==> src/rtl/rfm_scheduler_if.sv <==
// -----------------------------------------------------------------------------
// rfm_scheduler_if
//   Bundles the ACT command input and the RFM issue/status outputs of
//   rfm_scheduler.
//   master : command source (memory controller / testbench)
//   slave  : rfm_scheduler
// Signals:
//   act_cmd    one-cycle ACT strobe
//   act_bank   bank targeted by act_cmd
//   rfm_cmd    one-hot, one-cycle RFM pulse to the granted bank
//   rfm_bank   index of the current or last granted bank
//   busy       shared RFM resource occupied
//   act_block  per-bank "ACT not allowed"
//   act_err    one-cycle pulse: previous-cycle ACT hit a blocked bank
// -----------------------------------------------------------------------------
interface rfm_scheduler_if #(
  parameter int NUM_BANK  = 4,
  parameter int BANK_BITS = 2
);
  logic                 act_cmd;
  logic [BANK_BITS-1:0] act_bank;
  logic [NUM_BANK-1:0]  rfm_cmd;
  logic [BANK_BITS-1:0] rfm_bank;
  logic                 busy;
  logic [NUM_BANK-1:0]  act_block;
  logic                 act_err;

  modport master (
    output act_cmd, act_bank,
    input  rfm_cmd, rfm_bank, busy, act_block, act_err
  );

  modport slave (
    input  act_cmd, act_bank,
    output rfm_cmd, rfm_bank, busy, act_block, act_err
  );
endinterface

==> src/rtl/rfm_scheduler.sv <==
// -----------------------------------------------------------------------------
// rfm_scheduler
//   Multi-bank RFM issue controller. Tracks a rolling accumulated activation
//   (RAA) count per bank, grants the shared RFM slot round-robin to banks at or
//   above RFM_TH, pulses that bank's rfm_cmd for one cycle and then holds the
//   resource busy for T_RFM cycles. Banks at the RAA ceiling, and the bank
//   under RFM, are blocked from further activations.
// Ports:
//   clk   clock
//   rstn  asynchronous active-low reset
//   bus   rfm_scheduler_if.slave (act_cmd/act_bank in; rfm_cmd, rfm_bank,
//         busy, act_block, act_err out)
// -----------------------------------------------------------------------------
module rfm_scheduler #(
  parameter int NUM_BANK  = 4,
  parameter int BANK_BITS = 2,
  parameter int RFM_TH    = 20,
  parameter int RAA_MAX   = 40,
  parameter int RAA_BITS  = 8,
  parameter int T_RFM     = 60,
  parameter int T_BITS    = 8
) (
  input  logic             clk,
  input  logic             rstn,
  rfm_scheduler_if.slave   bus
);

  localparam logic [1:0] ST_IDLE  = 2'd0;
  localparam logic [1:0] ST_ISSUE = 2'd1;
  localparam logic [1:0] ST_WAIT  = 2'd2;

  localparam logic [RAA_BITS-1:0] TH_W   = RAA_BITS'(RFM_TH);
  localparam logic [RAA_BITS-1:0] MAX_W  = RAA_BITS'(RAA_MAX);
  localparam logic [T_BITS-1:0]   TRFM_W = T_BITS'(T_RFM);

  logic [1:0]           state;
  logic [RAA_BITS-1:0]  raa [NUM_BANK];
  logic [BANK_BITS-1:0] ptr;
  logic [BANK_BITS-1:0] rfm_bank_q;
  logic [T_BITS-1:0]    wait_cnt;
  logic                 act_err_q;

  logic [NUM_BANK-1:0]  req;
  logic [NUM_BANK-1:0]  act_block;
  logic [NUM_BANK-1:0]  rfm_cmd;
  logic                 busy;
  logic                 act_ok;
  logic                 act_hit_block;
  logic                 grant_vld;
  logic [BANK_BITS-1:0] grant_idx;
  logic [BANK_BITS-1:0] cand;

  assign busy = (state != ST_IDLE);

  // Request and block flags come straight from registered state so they
  // reflect an ACT one cycle after it was accepted.
  always_comb begin
    for (int b = 0; b < NUM_BANK; b++) begin
      req[b]       = (raa[b] >= TH_W);
      act_block[b] = (raa[b] >= MAX_W) || (busy && (rfm_bank_q == BANK_BITS'(b)));
    end
  end

  assign act_ok        = bus.act_cmd && !act_block[bus.act_bank];
  assign act_hit_block = bus.act_cmd &&  act_block[bus.act_bank];

  // Round-robin search starting just after the last granted bank; the
  // BANK_BITS-wide add wraps modulo NUM_BANK.
  // NOTE: every signal assigned in always_comb gets a default first so no
  // path leaves it unassigned, which would infer a latch.
  always_comb begin
    grant_vld = 1'b0;
    grant_idx = ptr;
    cand      = ptr;
    for (int i = 1; i <= NUM_BANK; i++) begin
      cand = ptr + BANK_BITS'(i);
      if (!grant_vld && req[cand]) begin
        grant_vld = 1'b1;
        grant_idx = cand;
      end
    end
  end

  // rfm_cmd is decoded from the ISSUE state, so it can never be multi-hot or
  // outlive ISSUE, and it drops with the asynchronous reset.
  always_comb begin
    rfm_cmd = '0;
    if (state == ST_ISSUE) rfm_cmd[rfm_bank_q] = 1'b1;
  end

  // NOTE: sequential state uses non-blocking assignments so every register
  // samples pre-edge values regardless of block evaluation order.
  always_ff @(posedge clk or negedge rstn) begin
    if (!rstn) begin
      state      <= ST_IDLE;
      ptr        <= BANK_BITS'(NUM_BANK - 1);
      rfm_bank_q <= '0;
      wait_cnt   <= '0;
      act_err_q  <= 1'b0;
    end else begin
      act_err_q <= act_hit_block;
      case (state)
        ST_IDLE: begin
          if (grant_vld) begin
            rfm_bank_q <= grant_idx;
            ptr        <= grant_idx;
            state      <= ST_ISSUE;
          end
        end
        ST_ISSUE: begin
          wait_cnt <= TRFM_W;
          state    <= ST_WAIT;
        end
        ST_WAIT: begin
          wait_cnt <= wait_cnt - T_BITS'(1);
          if (wait_cnt == T_BITS'(1)) state <= ST_IDLE;
        end
        default: state <= ST_IDLE;
      endcase
    end
  end

  // NOTE: the RAA array is real control state (it drives req/act_block), so
  // unlike a data memory it must be cleared by reset.
  always_ff @(posedge clk or negedge rstn) begin
    if (!rstn) begin
      for (int b = 0; b < NUM_BANK; b++) raa[b] <= '0;
    end else begin
      for (int b = 0; b < NUM_BANK; b++) begin
        // The granted bank is blocked during ISSUE, so the subtract never
        // competes with an increment on the same bank.
        if ((state == ST_ISSUE) && (rfm_bank_q == BANK_BITS'(b))) begin
          raa[b] <= raa[b] - TH_W;
        end else if (act_ok && (bus.act_bank == BANK_BITS'(b)) && (raa[b] < MAX_W)) begin
          raa[b] <= raa[b] + RAA_BITS'(1);
        end
      end
    end
  end

  assign bus.rfm_cmd   = rfm_cmd;
  assign bus.rfm_bank  = rfm_bank_q;
  assign bus.busy      = busy;
  assign bus.act_block = act_block;
  assign bus.act_err   = act_err_q;

endmodule

==> src/flat_wrapper.sv <==
// flat-port wrapper written by rule: the top's interface ports become plain ports
module rfm_scheduler_flat 
#(
  parameter int NUM_BANK  = 4,
  parameter int BANK_BITS = 2,
  parameter int RFM_TH    = 20,
  parameter int RAA_MAX   = 40,
  parameter int RAA_BITS  = 8,
  parameter int T_RFM     = 60,
  parameter int T_BITS    = 8
)
  (clk, rstn, bus_act_cmd, bus_act_bank, bus_rfm_cmd, bus_rfm_bank, bus_busy, bus_act_block, bus_act_err);
  rfm_scheduler_if #(.NUM_BANK(NUM_BANK), .BANK_BITS(BANK_BITS)) bus_i ();
  input  logic clk;
  input  logic rstn;
  input wire logic [$bits(bus_i.act_cmd)-1:0] bus_act_cmd;
  input wire logic [$bits(bus_i.act_bank)-1:0] bus_act_bank;
  output wire logic [$bits(bus_i.rfm_cmd)-1:0] bus_rfm_cmd;
  output wire logic [$bits(bus_i.rfm_bank)-1:0] bus_rfm_bank;
  output wire logic [$bits(bus_i.busy)-1:0] bus_busy;
  output wire logic [$bits(bus_i.act_block)-1:0] bus_act_block;
  output wire logic [$bits(bus_i.act_err)-1:0] bus_act_err;
  assign bus_i.act_cmd = bus_act_cmd;
  assign bus_i.act_bank = bus_act_bank;
  assign bus_rfm_cmd = bus_i.rfm_cmd;
  assign bus_rfm_bank = bus_i.rfm_bank;
  assign bus_busy = bus_i.busy;
  assign bus_act_block = bus_i.act_block;
  assign bus_act_err = bus_i.act_err;
  rfm_scheduler #(.NUM_BANK(NUM_BANK), .BANK_BITS(BANK_BITS), .RFM_TH(RFM_TH), .RAA_MAX(RAA_MAX), .RAA_BITS(RAA_BITS), .T_RFM(T_RFM), .T_BITS(T_BITS)) u_core (.clk(clk), .rstn(rstn), .bus(bus_i));
endmodule
==> config.mk <==
export PLATFORM = sky130hd
export DESIGN_NAME = rfm_scheduler_flat
export DESIGN_NICKNAME = d
export VERILOG_FILES = /design/src/rtl/rfm_scheduler_if.sv /design/src/rtl/rfm_scheduler.sv /design/src/flat_wrapper.sv
export SDC_FILE = /design/constraint.sdc
export NUM_CORES = 1
export LEC_CHECK = 0
export ABC_AREA = 1
export BUFFER_PORTS_ARGS = -buffer_cell sky130_fd_sc_hd__buf_2
export CORE_MARGIN = 2
export CORE_UTILIZATION = 55
export CTS_BUF_LIST = sky130_fd_sc_hd__clkbuf_4
export CTS_CLUSTER_SIZE = 14
export DETAILED_ROUTE_END_ITERATION = 16
export PLACE_DENSITY = 0.73
export SYNTH_ARGS = -nofsm -noshare
export SYNTH_HDL_FRONTEND = slang
export SYNTH_SLANG_ARGS = --single-unit
export TNS_END_PERCENT = 10
==> constraint.sdc <==
create_clock -name clk -period 2.8 [get_ports clk]
set_input_delay 0.14 -clock clk [delete_from_list [all_inputs] [get_ports clk]]
set_output_delay 0.14 -clock clk [all_outputs]
set_load 0.03 [all_outputs]
==> impl_metrics.ini, run 1 <==
[worst_setup_path]
r2r-end = u_core.raa[3]$_DFFE_PN0P_
worstReg2RegStart = u_core.state[1]$_DFFE_PN0P_
required_ns = 2.66
crit_path_end_kind = output pin
crit_fanout = 9
worstSetupStartpointType = flop
arrival_ns = 2.00
critPathKind = reg2out
reg2regPathDepth = 12
timing.reg2reg.setup_slack_ns = 0.69

[sta]
tns_ns = 0
skew_ns = 0.0259
grt_setup_unrepaired = false
finalHoldViolCount = 0
maxSlewViolCount = 0
max_slew_margin_pct = 29.7
post-route-period-util_pct = 76.4
max_freq_ghz = 0.467
post-route-min-period_ns = 2.14
setup_violations = 0
tightestPinTransition_ns = 1.05

[layout]
final_common_cell = nand2_1
final_cell_mix = 107 x nand2_1, 48 x inv_1, 45 x dfrtp_1
fillers = 514
nNetsFinal = 497
drive_above_1_share_pct = 13.6
postLayoutCellArea_um2 = 3580
area_delta_synth_final_pct = 6.95
antennaDiodeCount = 0

[logic_synthesis]
ys_ff_latch = 47
synth_fa_ha_area_share_pct = 11.6
synth-xor-area-share_pct = 7.84
synth_mux_area_share_pct = 0
yosysWarnings = 0
synth_simple_gate_area_share_pct = 30.5
synth_compound_area_share_pct = 8.22
syn-num-nets = 474
synth_top_area_share_pct = 33.6
synth_area_leader_cell = dfrtp_1
synth-seq-area-share_pct = 35.2
synthesis.area_um2 = 3350
ys_types = 27
synth_cells = 438
synth_area_leaders = dfrtp_1 34%, nand2_1 12%, ha_1 12%, o21ai_0 6.1%, nand3_1 5.5%
synth_top_family_by_area = simple AND/OR/NAND/NOR gates
avgSynthCellArea_um2 = 7.65

[hold_path]
worstHoldPathType = in2reg
worstHoldEndpoint = u_core.bus.act_err$_DFF_PN0_
min_path_cells = 3
hp-start = bus_act_cmd

[global_routing]
grt_max_degree = 48
busiest_layer = met2
use_met1_pct = 27.8
grt_util_met3_pct = 3.85
met2_usage_pct = 36.3
grt_pass1_vias = 2631
grt_pass1_wl_um = 11300
antenna_found_initial = 0
grt_overflow_total = 0
grt_util_all_layers_pct = 21.4

[clocking]
clk_path_buf_depth = 2
cts_tree = yes
clkTransAtPathRegs_ns = 0.15
cts_resized = 0
cts_buffers = 5
cts_root_buffer = clkbuf_4
cts_setup_buffers = 0
cts_max_level = 2
numClockSinks = 47
clk_latency_ns = 0.38

[floorplanning]
initial_utilization_pct = 56.6
dieArea_um2 = 6730
die_w_um = 82.1
ios = 17
die_h_um = 82.1
rows = 28
core_um2 = 5920

[route]
avgRoutedWirePerCell_um = 12.1
ant_nets = 0
routed_wl_um = 6520
vias_per_cell = 5.22
route.detailed.drc = 0
dr_total_vias = 2805
first_pass_iters = 4
drt-initial-drc-count = 139

[pwr]
leakage_nw = 1.77
power_density_nw_per_um2 = 1060
ir_drop_v = 0.000549

[placement]
dp_hpwl_um = 5010
portBuffers = 16
placed_area_um2 = 3520
place_congestion = 0.867

[status]
status = completed

[job]
drv_cap = 0
per-stage QoR:
| stage | hold WS [ns] | setup slack [ns] | total power, W | instances | util [%] |
|---|---|---|---|---|---|
| 2_1_floorplan | -0.156 | 0.608 | 0.00297 | 438 | - |
| 3_3_place_gp | 0.395 | 0.748 | 0.00341 | 528 | 59.4 |
| 3_5_place_dp | 0.390 | 0.731 | 0.00347 | 528 | 59.4 |
| 4_1_cts | 0.0146 | 0.639 | 0.00380 | 537 | 60.5 |
| 5_1_grt | 0.0347 | 0.452 | 0.00418 | 537 | 60.5 |
| 6_report | 0.0139 | 0.660 | 0.00379 | 537 | 60.5 |
metal layers:
layer,wire length [um],vias to the layer above
li1,-,1455
met1,3090,1283
met2,3050,58
met3,280,9
met4,96,0
met5,0,-
worst max-delay path by stage:
stage	slack [ns]	to	startpoint	depth (start not counted)
after detailed placement	0.73	u_core.raa[5]$_DFFE_PN0P_	u_core.state[1]$_DFFE_PN0P_	13
after global routing	0.45	u_core.bus.rfm_bank[1]$_DFFE_PN0P_	u_core.raa[18]$_DFFE_PN0P_	15
after global placement	0.75	u_core.raa[5]$_DFFE_PN0P_	u_core.state[1]$_DFFE_PN0P_	13
after CTS	0.64	bus_rfm_cmd[1]	u_core.state[1]$_DFFE_PN0P_	5
final	0.66	bus_rfm_cmd[1]	u_core.state[1]$_DFFE_PN0P_	5
after floorplan	0.61	u_core.raa[13]$_DFFE_PN0P_	u_core.state[0]$_DFFE_PN0P_	13
area by class of cell:
type / instances / area (um^2) / area share [%]
clock buffer: 6 / 45.0 / 1.26
clock inverter: 2 / 8.76 / 0.244
inverter: 56 / 210 / 5.87
multi-input combinational: 333 / 1950 / 54.4
sequential: 47 / 1180 / 32.9
tap: 75 / 93.8 / 2.62
timing repair buffer: 18 / 97.6 / 2.72
timing repair:
action,4_1_cts,5_1_grt
hold buffers,1,0
endpoints found under the hold margin,45,0
setup endpoints to repair,0,0
cell usage after synthesis:
master	number
nor2_4	1
nor3_2	4
nor3_1	6
inv_2	8
xnor2_1	9
o21ai_1	6
nand2_1	107
xor2_1	21
nor2_2	4
nor2_1	29
buf_2	1
nand4_1	10
o211ai_1	1
a21oi_2	2
ha_1	31
dfrtp_1	45
nand3_2	7
dfstp_2	2
nand2_2	10
buf_4	1
inv_1	48
o21ai_0	41
nand3_1	37
or2_2	1
a21oi_1	3
or2_1	2
nand3b_1	1
state kept, by name, indices dropped and copies added, names as in the netlist:
name	flops
u_core.raa	32
u_core.wait_cnt	8
u_core.bus.rfm_bank	2
u_core.ptr	2
u_core.state	2
u_core.bus.act_err	1
worst max-delay path: stages, from the launching register on:
cell	delay, ns
dfrtp_1	0.43
inv_1	0.14
ha_1	0.18
inv_1	0.10
nor3_2	0.48
buf_2	0.31
cell families after synthesis:
group / Yosys count
adder cells (fa/ha/maj): 31
buffers and inverters: 58
flip-flops: 47
AO/OA/AOI/OAI: 53
AND/OR/NAND/NOR: 219
XOR/XNOR: 30
report_power, final:
group | switching (W) | leakage, nW | internal (W)
Combinational | 0.00142 | 1.15 | 0.000750
Sequential | 0.000332 | 0.582 | 0.000970
Clock | 0.000218 | 0.0331 | 0.000104
Total | 0.00197 | 1.77 | 0.00182
No activity file was read; power rests on OpenSTA's default activity.
==> run 2, diff against run 1 <==
--- a/config.mk
+++ b/config.mk
@@ -12,7 +12,7 @@
 export CTS_BUF_LIST = sky130_fd_sc_hd__clkbuf_4
 export CTS_CLUSTER_SIZE = 14
 export DETAILED_ROUTE_END_ITERATION = 16
-export PLACE_DENSITY = 0.73
+export PLACE_DENSITY = 0.76
 export SYNTH_ARGS = -nofsm -noshare
 export SYNTH_HDL_FRONTEND = slang
 export SYNTH_SLANG_ARGS = --single-unit
==> constraint.sdc (replaced) <==
create_clock -name clk -period 1.8 [get_ports clk]
set_input_delay 0.09 -clock clk [delete_from_list [all_inputs] [get_ports clk]]
set_output_delay 0.09 -clock clk [all_outputs]
set_load 0.03 [all_outputs]
==> run 2 against run 1 <==
  * The run now ends with setup timing left
  * Global-route usage grew 2.1 points
  * Sequential power is 48% higher
  * Power grew 110%
  * Critical path depth grew 10
  * Largest cell class unchanged
  * Largest power group unchanged
==> impl_metrics.ini, run 2 (same netlist as run 1, synthesis figures left out) <==
[pwr]
power_density_nw_per_um2 = 1770
ir_drop_v = 0.000958
leakage_nw = 2.12
total_power_w = 0.00781

[route]
first_pass_iters = 5
avgRoutedWirePerCell_um = 13.4
vias_per_cell = 5.33
route.detailed.drc = 0
drt-initial-drc-count = 197
dr_total_vias = 3186
ant_nets = 0
routed_wl_um = 8010

[sta]
post-route-min-period_ns = 1.97
grt_setup_unrepaired = true
finalHoldViolCount = 0
fin_ws_ns = -0.165
max_freq_ghz = 0.509
tightestPinTransition_ns = 0.475
maxSlewViolCount = 0
post-route-period-util_pct = 109
skew_ns = 0.0117
max_slew_margin_pct = 68.3
tns_ns = -2.46
setup_violations = 31

[floorplanning]
die_h_um = 82.1
ios = 17
die_w_um = 82.1
core_um2 = 5920
initial_utilization_pct = 56.6
dieArea_um2 = 6730
rows = 28

[global_routing]
grt_util_all_layers_pct = 23.4
grt_max_degree = 30
grt_pass1_wl_um = 12400
grt_overflow_total = 0
grt_pass1_vias = 2969
antenna_found_initial = 0

[layout]
area_delta_synth_final_pct = 31.7
fillers = 404
final_cells = 598
final_common_cell = nand2_1
final_cell_mix = 87 x nand2_1, 54 x buf_4, 44 x dfrtp_1
drive_above_1_share_pct = 34.8
nNetsFinal = 558
reg_top3 = u_core.raa (32), u_core.wait_cnt (8)
antennaDiodeCount = 0
largest-register = u_core.raa
largest_reg_flops = 32
postLayoutCellArea_um2 = 4410

[worst_setup_path]
critPathSlowestCell = dfrtp_1
required_ns = 2.09
crit_chain = inv_2, ha_4, inv_2, nand2_2, nand2_2, nor2_2, nand3_1, nand2_2, nand2_2, nand2_2, nand3_2, nor2_4, nand2_2, nand3_1, nand2_1
crit_path_end_kind = flop
timing.critical_path.mode_cell = nand2_2
crit_fanout = 4
crit_buf_inv = 2
r2r-end = u_core.state[1]$_DFFE_PN0P_
critPathKind = reg2reg
timing.reg2reg.setup_slack_ns = -0.17
arrival_ns = 2.26
cpPeakStageDelay_ns = 0.45
worstSetupStartpointType = flop
worstReg2RegStart = u_core.raa[3]$_DFFE_PN0P_
critical-path-top-delay-family = simple AND/OR/NAND/NOR gates
reg2regPathDepth = 15

[placement]
dp_hpwl_um = 5470
place_congestion = 0.939
place_ws_ns = -0.0760
place_inst = 572
portBuffers = 16
placed_area_um2 = 3890

[clocking]
clk_path_buf_depth = 2
cts_buffers = 5
cts_tree = yes
clk_latency_ns = 0.38
clkTransAtPathRegs_ns = 0.14
cts_root_buffer = clkbuf_4
cts_max_level = 2
numClockSinks = 47

[status]
violations = setup timing
status = finished with violations

[hold_path]
worstHoldPathType = in2reg
worstHoldEndpoint = u_core.bus.act_err$_DFF_PN0_
hp-start = bus_act_cmd
min_path_cells = 3

[job]
drv_cap = 0
run 2: cell types whose count changed in the layout (fill, tap and decap cells not counted), sizes merged:
| cell | previous run | this run |
|---|---|---|
| buf | 17 | 78 |
| clkbuf | 6 | 5 |
| clkinv | 2 | 3 |
run 2: metal layers:
metal	part of all wire [%]	wire, um	vias up	GRT usage (%)
met5	0	0	-	0
met4	1.6	127	0	7.17
met3	3.7	297	12	4.18
met2	51	4090	71	42.3
met1	44	3500	1523	28.2
li1	-	-	1580	-
run 2: per-stage QoR:
| step | hold WS (ns) | utilization, % |
|---|---|---|
| after detailed placement | 0.0748 | 65.8 |
| after floorplan | -0.206 | - |
| final | 0.0189 | 74.5 |
| after CTS | 0.00205 | 70.6 |
| after global routing | 0.0279 | 74.5 |
| after global placement | 0.0703 | 65.8 |
run 2: final cells by class:
type                       count  area (um^2)  area share (%)
tap                           75         93.8            2.13
inverter                      56          213            4.82
multi-input combinational    333         2240            50.8
sequential                    47         1180            26.7
clock inverter                 3         15.0           0.340
clock buffer                   5         37.5           0.851
timing repair buffer          79          632            14.3
run 2: worst min-delay path: stages:
cell and delay (ns):
buf_2 0.17, inv_1 0.07, nor2_1 0.04
run 2: worst max-delay path by stage:
stage                                         end  cells past startpoint  slack, ns                        start
2_1_floorplan           u_core.raa[3]$_DFFE_PN0P_                     11      -0.22    u_core.raa[2]$_DFFE_PN0P_
3_3_place_gp            u_core.raa[5]$_DFFE_PN0P_                     13      -0.02  u_core.state[0]$_DFFE_PN0P_
3_5_place_dp   u_core.bus.rfm_bank[1]$_DFFE_PN0P_                     15      -0.08   u_core.raa[11]$_DFFE_PN0P_
4_1_cts                u_core.raa[20]$_DFFE_PN0P_                     12      -0.04    u_core.raa[2]$_DFFE_PN0P_
5_1_grt        u_core.bus.rfm_bank[0]$_DFFE_PN0P_                     15      -0.29   u_core.raa[26]$_DFFE_PN0P_
6_report              u_core.state[1]$_DFFE_PN0P_                     15      -0.17    u_core.raa[3]$_DFFE_PN0P_
run 2: repair_timing:
| item | in CTS | in global routing |
|---|---|---|
| pin swaps | 15 | 31 |
| hold buffers | 1 | 0 |
| setup buffers | 11 | 6 |
| setup endpoints to repair | 27 | 37 |
| hold endpoints to repair | 18 | 0 |
| gates resized for setup | 48 | 56 |
run 2: where the power goes:
part / switching, W / internal, W
clock network: 0.000357 / 0.000146
logic: 0.00306 / 0.00231
registers: 0.000423 / 0.00151
